<file path="config.mk">
export PLATFORM = sky130hd
export DESIGN_NAME = queue_pop_arbiter
export DESIGN_NICKNAME = d
export VERILOG_FILES = /design/src/rtl/queue_pop_arbiter_pkg.sv /design/src/rtl/queue_pop_arbiter_rr_grant.sv /design/src/rtl/queue_pop_arbiter.sv
export SDC_FILE = /design/constraint.sdc
export NUM_CORES = 1
export LEC_CHECK = 0
export ABC_AREA = 0
export BUFFER_PORTS_ARGS = -buffer_cell sky130_fd_sc_hd__buf_2
export CORE_UTILIZATION = 52
export DETAILED_ROUTE_END_ITERATION = 8
export HOLD_SLACK_MARGIN = 0.1
export PLACE_DENSITY = 0.92
export SYNTH_ARGS = -nofsm -noshare
export SYNTH_HDL_FRONTEND = slang
export SYNTH_SLANG_ARGS = --single-unit
</file>
<file path="constraint.sdc">
create_clock -name clk -period 9.8 [get_ports clk]
set_clock_uncertainty 0.1 [all_clocks]
set_input_delay 0.49 -clock clk [delete_from_list [all_inputs] [get_ports clk]]
set_output_delay 0.49 -clock clk [all_outputs]
set_load 0.01 [all_outputs]
</file>
<file path="src/rtl/queue_pop_arbiter_pkg.sv">
// -----------------------------------------------------------------------------
// queue_pop_arbiter_pkg
// FSM state encoding and the default requester count shared by the arbiter.
// Revision: 1.0
// -----------------------------------------------------------------------------
`default_nettype none

package queue_pop_arbiter_pkg;

  localparam int NUM_REQ_DEFAULT = 4;

  typedef enum logic [1:0] {
    IDLE = 2'd0,
    POP  = 2'd1,
    CAPT = 2'd2,
    RESP = 2'd3
  } state_e;

endpackage

`default_nettype wire

</file>
<file path="src/rtl/queue_pop_arbiter_rr_grant.sv">
// -----------------------------------------------------------------------------
// queue_pop_arbiter_rr_grant
// Combinational grant selection: round-robin from a pointer, or lowest-index
// fixed priority when QUEUE_POP_ARB_FIXED_PRIO_EN is defined.
// Revision: 1.0
// -----------------------------------------------------------------------------
`default_nettype none

module queue_pop_arbiter_rr_grant #(
  parameter int NUM_REQ = 4,
  parameter int IDX_W   = 2
) (
  input  logic [NUM_REQ-1:0] req,
`ifndef QUEUE_POP_ARB_FIXED_PRIO_EN
  input  logic [IDX_W-1:0]   ptr,
`endif
  output logic [IDX_W-1:0]   grant_idx,
  output logic               grant_vld
);

  always_comb begin
    int idx;
    grant_idx = '0;
    grant_vld = 1'b0;
    idx       = 0;
    for (int k = 0; k < NUM_REQ; k++) begin
`ifdef QUEUE_POP_ARB_FIXED_PRIO_EN
      idx = k;
`else
      // Search begins at the pointer and wraps past NUM_REQ-1 back to 0.
      idx = int'(ptr) + k;
      if (idx >= NUM_REQ) idx = idx - NUM_REQ;
`endif
      if (!grant_vld && req[idx]) begin
        grant_vld = 1'b1;
        grant_idx = IDX_W'(idx);
      end
    end
  end

endmodule

`default_nettype wire

</file>
<file path="src/rtl/queue_pop_arbiter.sv">
// -----------------------------------------------------------------------------
// queue_pop_arbiter
// Shares the queue read port between NUM_REQ requesters; one pop per grant,
// data returned with a one-cycle ack. Option: QUEUE_POP_ARB_FIXED_PRIO_EN.
// Revision: 1.0
// -----------------------------------------------------------------------------
`default_nettype none

`ifndef QUEUE_DEPTH
`define QUEUE_DEPTH 4
`endif
`ifndef DATA_WIDTH
`define DATA_WIDTH 8
`endif

module queue_pop_arbiter
  import queue_pop_arbiter_pkg::*;
#(
  parameter int NUM_REQ     = NUM_REQ_DEFAULT,
  parameter int QUEUE_DEPTH = `QUEUE_DEPTH,
  parameter int DATA_WIDTH  = `DATA_WIDTH
) (
  input  logic                           clk,
  input  logic                           reset,
  input  logic [NUM_REQ-1:0]             req,
  input  logic [NUM_REQ*QUEUE_DEPTH-1:0] req_sel,
  output logic [NUM_REQ-1:0]             ack,
  output logic [DATA_WIDTH-1:0]          rsp_data,
  output logic                           rsp_err,
  output logic                           busy,
  output logic                           q_pop,
  output logic [QUEUE_DEPTH-1:0]         q_rd_sel,
  input  logic [DATA_WIDTH-1:0]          q_data_out,
  input  logic                           q_empty
);

  localparam int IDX_W = $clog2(NUM_REQ);

  state_e                  state_q, state_d;
  logic [IDX_W-1:0]        grant_idx_q, grant_idx_d;
  logic [NUM_REQ-1:0]      ack_q, ack_d;
  logic [DATA_WIDTH-1:0]   rsp_data_q, rsp_data_d;
  logic                    rsp_err_q, rsp_err_d;
  logic                    busy_q, busy_d;
  logic                    q_pop_q, q_pop_d;
  logic [QUEUE_DEPTH-1:0]  q_rd_sel_q, q_rd_sel_d;

  logic [IDX_W-1:0]        arb_idx;
  logic                    arb_vld;
  logic [QUEUE_DEPTH-1:0]  arb_sel;
  logic [QUEUE_DEPTH-1:0]  sel_arr [NUM_REQ];

  generate
    for (genvar gi = 0; gi < NUM_REQ; gi++) begin : g_sel
      assign sel_arr[gi] = req_sel[gi*QUEUE_DEPTH +: QUEUE_DEPTH];
    end
  endgenerate

  assign arb_sel = sel_arr[arb_idx];

`ifndef QUEUE_POP_ARB_FIXED_PRIO_EN
  logic [IDX_W-1:0] ptr_q, ptr_d;
`endif

  queue_pop_arbiter_rr_grant #(
    .NUM_REQ   (NUM_REQ),
    .IDX_W     (IDX_W)
  ) u_rr_grant (
    .req       (req),
`ifndef QUEUE_POP_ARB_FIXED_PRIO_EN
    .ptr       (ptr_q),
`endif
    .grant_idx (arb_idx),
    .grant_vld (arb_vld)
  );

  always_comb begin
    state_d     = state_q;
    grant_idx_d = grant_idx_q;
    ack_d       = '0;
    rsp_data_d  = rsp_data_q;
    rsp_err_d   = rsp_err_q;
    q_pop_d     = 1'b0;
    q_rd_sel_d  = '0;
`ifndef QUEUE_POP_ARB_FIXED_PRIO_EN
    ptr_d       = ptr_q;
`endif
    case (state_q)
      IDLE: begin
        if (arb_vld) begin
          grant_idx_d = arb_idx;
`ifndef QUEUE_POP_ARB_FIXED_PRIO_EN
          ptr_d = (arb_idx == IDX_W'(NUM_REQ - 1)) ? '0 : arb_idx + 1'b1;
`endif
          if (!q_empty && $onehot(arb_sel)) begin
            state_d    = POP;
            q_pop_d    = 1'b1;
            q_rd_sel_d = arb_sel;
          end else begin
            // Rejected: answer straight away without touching the queue.
            state_d        = RESP;
            rsp_err_d      = 1'b1;
            rsp_data_d     = '0;
            ack_d[arb_idx] = 1'b1;
          end
        end
      end
      POP: begin
        state_d = CAPT;
      end
      CAPT: begin
        state_d            = RESP;
        rsp_data_d         = q_data_out;
        rsp_err_d          = 1'b0;
        ack_d[grant_idx_q] = 1'b1;
      end
      RESP: begin
        state_d    = IDLE;
        rsp_data_d = '0;
        rsp_err_d  = 1'b0;
      end
      default: begin
        state_d = IDLE;
      end
    endcase
    busy_d = (state_d != IDLE);
  end

  always_ff @(posedge clk) begin
    if (reset) begin
      state_q     <= IDLE;
      grant_idx_q <= '0;
      ack_q       <= '0;
      rsp_data_q  <= '0;
      rsp_err_q   <= 1'b0;
      busy_q      <= 1'b0;
      q_pop_q     <= 1'b0;
      q_rd_sel_q  <= '0;
`ifndef QUEUE_POP_ARB_FIXED_PRIO_EN
      ptr_q       <= '0;
`endif
    end else begin
      state_q     <= state_d;
      grant_idx_q <= grant_idx_d;
      ack_q       <= ack_d;
      rsp_data_q  <= rsp_data_d;
      rsp_err_q   <= rsp_err_d;
      busy_q      <= busy_d;
      q_pop_q     <= q_pop_d;
      q_rd_sel_q  <= q_rd_sel_d;
`ifndef QUEUE_POP_ARB_FIXED_PRIO_EN
      ptr_q       <= ptr_d;
`endif
    end
  end

  assign ack      = ack_q;
  assign rsp_data = rsp_data_q;
  assign rsp_err  = rsp_err_q;
  assign busy     = busy_q;
  assign q_pop    = q_pop_q;
  assign q_rd_sel = q_rd_sel_q;

endmodule

`default_nettype wire
</file>
==> results_dict.tcl, run 1 <==
set metrics [dict create \
    fin_util_pct 66.36 \
    die_w_um 52.69 \
    critical_path.max_stage_delay_ps 460 \
    arrival_ps 4170 \
    syn_nets 187 \
    synth_seq_cells 25 \
    drive_above_1_share_pct 33.85 \
    ys_warn_count 0 \
    finalWeightedCongestion 0.7811 \
    max_slew.worst_pin.slew_ps 628.6 \
    relSlewSlack_pct 58.09 \
    synth-edff-count 0 \
    grt_max_degree 22 \
    cts_resized 0 \
    p_leak_uw 0.0007788 \
    synth.area.top_cells "dfxtp_1 (37%), ha_1 (8.4%), a21oi_1 (6.0%)" \
    grtUsageMet1_pct 23.80 \
    yosys.area_share.simple_pct 19.29 \
    switchingPower_uw 184.1 \
    drt_wl_total_um 2712 \
    placed_area_mm2 0.001603 \
    synthMuxAreaShare_pct 11.89 \
    wl_per_cell_um 12.05 \
    final.setup.tns_ps 0 \
    cp_top_family "simple AND/OR/NAND/NOR gates" \
    violations "design-rule violations" \
    drt_iter0_drc 27 \
    r2r-start "ptr_q[0]" \
    stdcell_count 225 \
    postCtsHoldBufs 0 \
    first_global_vias 1097 \
    multi_input_area_um2 780.7 \
    grt_use_total_pct 21.25 \
    worst_setup_path_end_kind "flop" \
    vias 1225 \
    grt_pass1_wl_um 4381 \
    cts_setup_buffers 0 \
    start_util_pct 54.43 \
    clkPwrFrac_pct 10.4 \
    yosysMostFrequentCell "dfxtp_1" \
    cts_max_path_buffers 2 \
    cts_made_buffers 3 \
    grt_antenna_before_repair 0 \
    fillers 240 \
    fin_crit_sh_pct 40.93 \
    synth_top_cells_by_count "dfxtp_1 (25), a21oi_1 (16), nor2_1 (16), nand2_1 (11)" \
    critPathKind "reg2reg" \
    clock_sinks 25 \
    firstDrtPassIters 6 \
    path_cells "and2b_1 > a311oi_2 > nor2_4 > mux2_1 > mux2i_1 > fa_1 > inv_1 > ha_1 > ha_1 > nor4b_2 > or3b_1 > nor2_1 > a22o_1" \
    seqPwrFrac_pct 33.1 \
    yosysTopAreaCellShare_pct 37.45 \
    stdcell_area_mm2 0.001629 \
    synthXorXnorAreaFrac_pct 0 \
    grt_overflow 0 \
    num_antenna_cells 0 \
    io_pins 50 \
    path_common_cell "ha_1" \
    fp.dieH_um 52.69 \
    synth_cell_types 38 \
    synthAdderAreaFrac_pct 9.925 \
    p_per_area_mw_per_mm2 263.5 \
    drc_errors 2 \
    critical_path.max_fanout 11 \
    synthFlopType "dfxtp_1" \
    core-area_mm2 0.002455 \
    path_buf_inv 1 \
    core.rowCount 18 \
    maxSlewViolCount 0 \
    nets 237 \
    dp_hpwl_um 2127 \
    hp-class "in2reg" \
    met2_usage_pct 39.45 \
    setup_viol 0 \
    use_met3_pct 3.768 \
    startpoint_type "flop" \
    synthToLayoutAreaGrowth_pct 21.91 \
    vias_per_cell 5.444 \
    hold_viol 0 \
    cts_tree "built" \
    min_period_ps 4011 \
    timing.fmax_ghz 0.2493 \
    synth-async-reset-ratio_pct 0 \
    antenna_left 0 \
    power.internal_uw 245.1 \
    outcome "finished, violations left" \
    peakVddDrop_v 0.0001802 \
    netlist_instances 146 \
    io_buffer_count 49 \
    holdCritStartpoint "q_data_out[6]" \
    grt.busiest_layer "met2" \
    cp-startpoint "ptr_q[0]" \
    combPwrFrac_pct 56.5 \
    place_inst 221 \
    netlist_area_mm2 0.001336 \
    htreeDepth 1 \
    clockRootBuffer "clkbuf_4" \
    grt_setup_unrepaired "false" \
    swShare_pct 42.90 \
    synth-seq-area-share_pct 37.45 \
    synth_top_family_by_area "simple AND/OR/NAND/NOR gates" \
    syn_avg_cell_area_um2 9.153 \
    maxCapViolCount 0 \
    synth_compound_area_share_pct 17.32 \
    clkLatencyLatePin_ps 310 \
    crit_required_ps 9960 \
    dieArea_mm2 0.002776 \
    path_clk_slew_ps 130 \
    synth_area_leader_cell "dfxtp_1" \
    seq_area_um2 500.5 \
    crit_slowest_cell "fa_1" \
]
cells in the final DEF (no fill, tap or decap), types with 3 or more instances in the layout:
master | netlist | final
dfxtp_1 | 25 | 25
ha_1 | 9 | 9
nand3_1 | 9 | 9
nand2b_1 | 3 | 3
nand2_1 | 11 | 11
buf_2 | 1 | 49
nor2_1 | 16 | 16
mux2i_1 | 5 | 5
mux2_1 | 3 | 3
mux2_2 | 4 | 4
inv_1 | 9 | 9
clkbuf_4 | 0 | 3
a22o_1 | 4 | 4
a21oi_1 | 16 | 16
state kept, by name (all words and copies together) (netlist names):
| register | count |
|---|---|
| q_rd_sel | 4 |
| busy | 1 |
| ack | 4 |
| rsp_err | 1 |
| q_pop | 1 |
| rsp_data | 8 |
| ptr_q | 2 |
| state_q | 2 |
| grant_idx_q | 2 |
worst paths after layout:
check	slack [ps]	cells after the start	end
hold reg to reg	350	2	rsp_data[0]
setup / recovery	5790	13	q_rd_sel[0]
hold / removal	330	3	rsp_data[6]
setup reg to reg	5790	13	q_rd_sel[0]
power groups by stage:
stage	Sequential (uW)	Combinational, uW	Clock [uW]
floorplan	151	176	0
global placement	143	237	0
detailed placement	145	242	0
CTS	142	244	46.0
global route	145	275	50.0
finish	142	242	44.6
metal layers:
layer	vias up	part of all wire [%]
li1	611	-
met1	562	43
met2	48	51
met3	4	5.1
met4	0	0.85
met5	-	0
cell families (layout without fill, tap and decap cells):
logic type / count (synthesis) / after routing
and+or+nand+nor: 51 / 51
AOI/OAI and AO/OA: 32 / 32
DFF: 25 / 25
muxes: 14 / 14
buffers and inverters: 14 / 63
adders and majority gates: 10 / 10
per-stage QoR:
step	hold slack (ps)	total power, uW	setup slack, ps
after floorplan	348.6	326.3	6031
after global placement	336.0	380.5	5702
after detailed placement	340.3	386.9	5591
after CTS	320.7	432.4	5807
after global routing	317.4	470.4	5516
final	332.6	429.2	5789
final cells by class:
| class | instances | share of cell area, % |
|---|---|---|
| Multi-Input combinational cell | 107 | 47.93 |
| Sequential cell | 25 | 30.72 |
| Timing Repair Buffer | 49 | 15.05 |
| Inverter | 10 | 2.381 |
| Tap cell | 30 | 2.304 |
| Clock buffer | 4 | 1.613 |
worst reg2reg max path, cell delays in order (launching register included):
cell	delay [ps]
dfxtp_1	380
and2b_1	210
a311oi_2	350
nor2_4	140
mux2_1	360
mux2i_1	190
fa_1	460
inv_1	70
ha_1	150
ha_1	230
nor4b_2	450
or3b_1	440
nor2_1	250
a22o_1	190
(Power assumes the default switching activity.)
==> run 2: changes to the inputs <==
--- a/config.mk
+++ b/config.mk
@@ -7,10 +7,10 @@
 export LEC_CHECK = 0
 export ABC_AREA = 0
 export BUFFER_PORTS_ARGS = -buffer_cell sky130_fd_sc_hd__buf_2
-export CORE_UTILIZATION = 52
+export CORE_UTILIZATION = 43
 export DETAILED_ROUTE_END_ITERATION = 8
 export HOLD_SLACK_MARGIN = 0.1
-export PLACE_DENSITY = 0.92
+export PLACE_DENSITY = 0.82
 export SYNTH_ARGS = -nofsm -noshare
 export SYNTH_HDL_FRONTEND = slang
 export SYNTH_SLANG_ARGS = --single-unit
==> constraint.sdc (replaced) <==
create_clock -name clk -period 3.6 [get_ports clk]
set_clock_uncertainty 0.1 [all_clocks]
set_input_delay 0.18 -clock clk [delete_from_list [all_inputs] [get_ports clk]]
set_output_delay 0.18 -clock clk [all_outputs]
set_load 0.01 [all_outputs]
==> results_dict.tcl, run 2 (same netlist as run 1, synthesis figures left out) <==
set metrics [dict create \
    outcome "finished, violations left" \
    violations "design-rule violations" \
    clockRootBuffer "clkbuf_4" \
    maxCapViolCount 0 \
    stdcell_count 245 \
    io_pins 50 \
    dieArea_mm2 0.003334 \
    arrival_ps 3750 \
    wl_per_cell_um 12.96 \
    critical_path.max_fanout 4 \
    postLayoutSetupSlackWorst_ps 10.24 \
    grt_use_total_pct 18.97 \
    place_inst 230 \
    first_global_vias 1192 \
    relSlewSlack_pct 56.70 \
    grt_overflow 0 \
    cts_tree "built" \
    io_buffer_count 49 \
    grt_pass1_wl_um 4940 \
    drc_errors 2 \
    most-common-layout-cells "buf_2 (49), dfxtp_1 (24), a21oi_1 (16), nor2_1 (14)" \
    met2_usage_pct 36.54 \
    clkLatencyLatePin_ps 310 \
    reg2reg_slack_ps 10 \
    fin_util_pct 67.50 \
    peakVddDrop_v 0.0005391 \
    largest_register_ffs 8 \
    dp_hpwl_um 2171 \
    path_clk_slew_ps 130 \
    final.setup.tns_ps 0 \
    path_common_cell "ha_4" \
    crit_required_ps 3760 \
    max_slew.worst_pin.slew_ps 647.3 \
    path_cells "and2b_2 > a21o_1 > a211o_1 > inv_4 > mux2i_4 > fa_1 > inv_2 > ha_4 > ha_4 > nor4b_4 > or3b_4 > nor2_4 > a22o_1" \
    vias 1287 \
    final_common_cell "buf_2" \
    cts_made_buffers 3 \
    timing.fmax_ghz 0.2786 \
    worst_setup_path_end_kind "flop" \
    finalWeightedCongestion 0.8002 \
    crit_slowest_cell "or3b_4" \
    antenna_left 0 \
    htreeDepth 1 \
    fin_hold_ws_ps 131.5 \
    fp.dieH_um 57.75 \
    critPathKind "reg2reg" \
    fillers 239 \
    p_per_area_mw_per_mm2 752.5 \
    p_leak_uw 0.0009022 \
    drt_wl_total_um 3176 \
    min_period_ps 3590 \
    firstDrtPassIters 8 \
    synthToLayoutAreaGrowth_pct 44.10 \
    grt.busiest_layer "met2" \
    drt_iter0_drc 41 \
    setup_viol 0 \
    core-area_mm2 0.002853 \
    grt_max_degree 22 \
    use_met3_pct 2.455 \
    critical_path.max_stage_delay_ps 450 \
    drive_above_1_share_pct 42.99 \
    hp-class "in2reg" \
    clock_sinks 25 \
    fin_crit_sh_pct 99.72 \
    maxSlewViolCount 0 \
    num_antenna_cells 0 \
    die_w_um 57.75 \
    place_ws_ps -116.6 \
    cts_max_path_buffers 2 \
    startpoint_type "flop" \
    start_util_pct 46.84 \
    hold_viol 0 \
    nets 256 \
    grt_antenna_before_repair 0 \
    core.rowCount 19 \
    grt_setup_unrepaired "true" \
    vias_per_cell 5.253 \
    grtUsageMet1_pct 20.78 \
]
-- run 2: worst paths after layout --
path / startpoint / end / cells after the start
setup / recovery: ptr_q[0] / q_rd_sel[2] / 13
hold / removal: req_sel[5] / q_rd_sel[1] / 3
setup reg to reg: ptr_q[0] / q_rd_sel[2] / 13
hold reg to reg: rsp_data[3] / rsp_data[3] / 2
-- run 2: per-stage QoR --
step / power [uW] / instance area [um2]
final: 1449 / 1926
after floorplan: 918.6 / 1345
after detailed placement: 1143 / 1673
after CTS: 1326 / 1839
after global placement: 1134 / 1673
after global routing: 1565 / 1926
-- run 2: repair_timing --
item,in CTS,in global routing
setup endpoints to repair,13,19
hold endpoints to repair,8,0
hold buffers,8,0
resized for setup,13,13
buffers inserted,1,2
pin swaps,4,12
-- run 2: routing by layer --
layer  part of all wire (%)  wire (um)
met1                     42       1341
met2                     52       1664
met4                   0.85         27
met5                      0          0
met3                    4.5        143
-- run 2: layout make-up --
class | instances | area (um2) | area share, %
clock buffers | 3 | 22.52 | 1.170
inverters | 10 | 40.04 | 2.079
multi-input cells | 107 | 909.6 | 47.24
clock inverters | 1 | 5.005 | 0.2599
well taps | 31 | 38.79 | 2.014
flip-flops and latches | 25 | 501.7 | 26.06
repair buffers | 68 | 407.9 | 21.18
-- run 2: worst max-delay path, delay by kind of cell, from the launching register on --
| family | cells | cell delay (ps) |
|---|---|---|
| buffers and inverters | 2 | 230 |
| adder cells (fa/ha/maj) | 3 | 770 |
| AO/OA/AOI/OAI | 3 | 670 |
| multiplexers | 1 | 250 |
| flip-flops | 1 | 360 |
| AND/OR/NAND/NOR | 4 | 1130 |
-- run 2: report_power, final --
part           internal (uW)  switching [uW]
clock network           41.6            79.8
logic                    457             488
registers                347            35.4
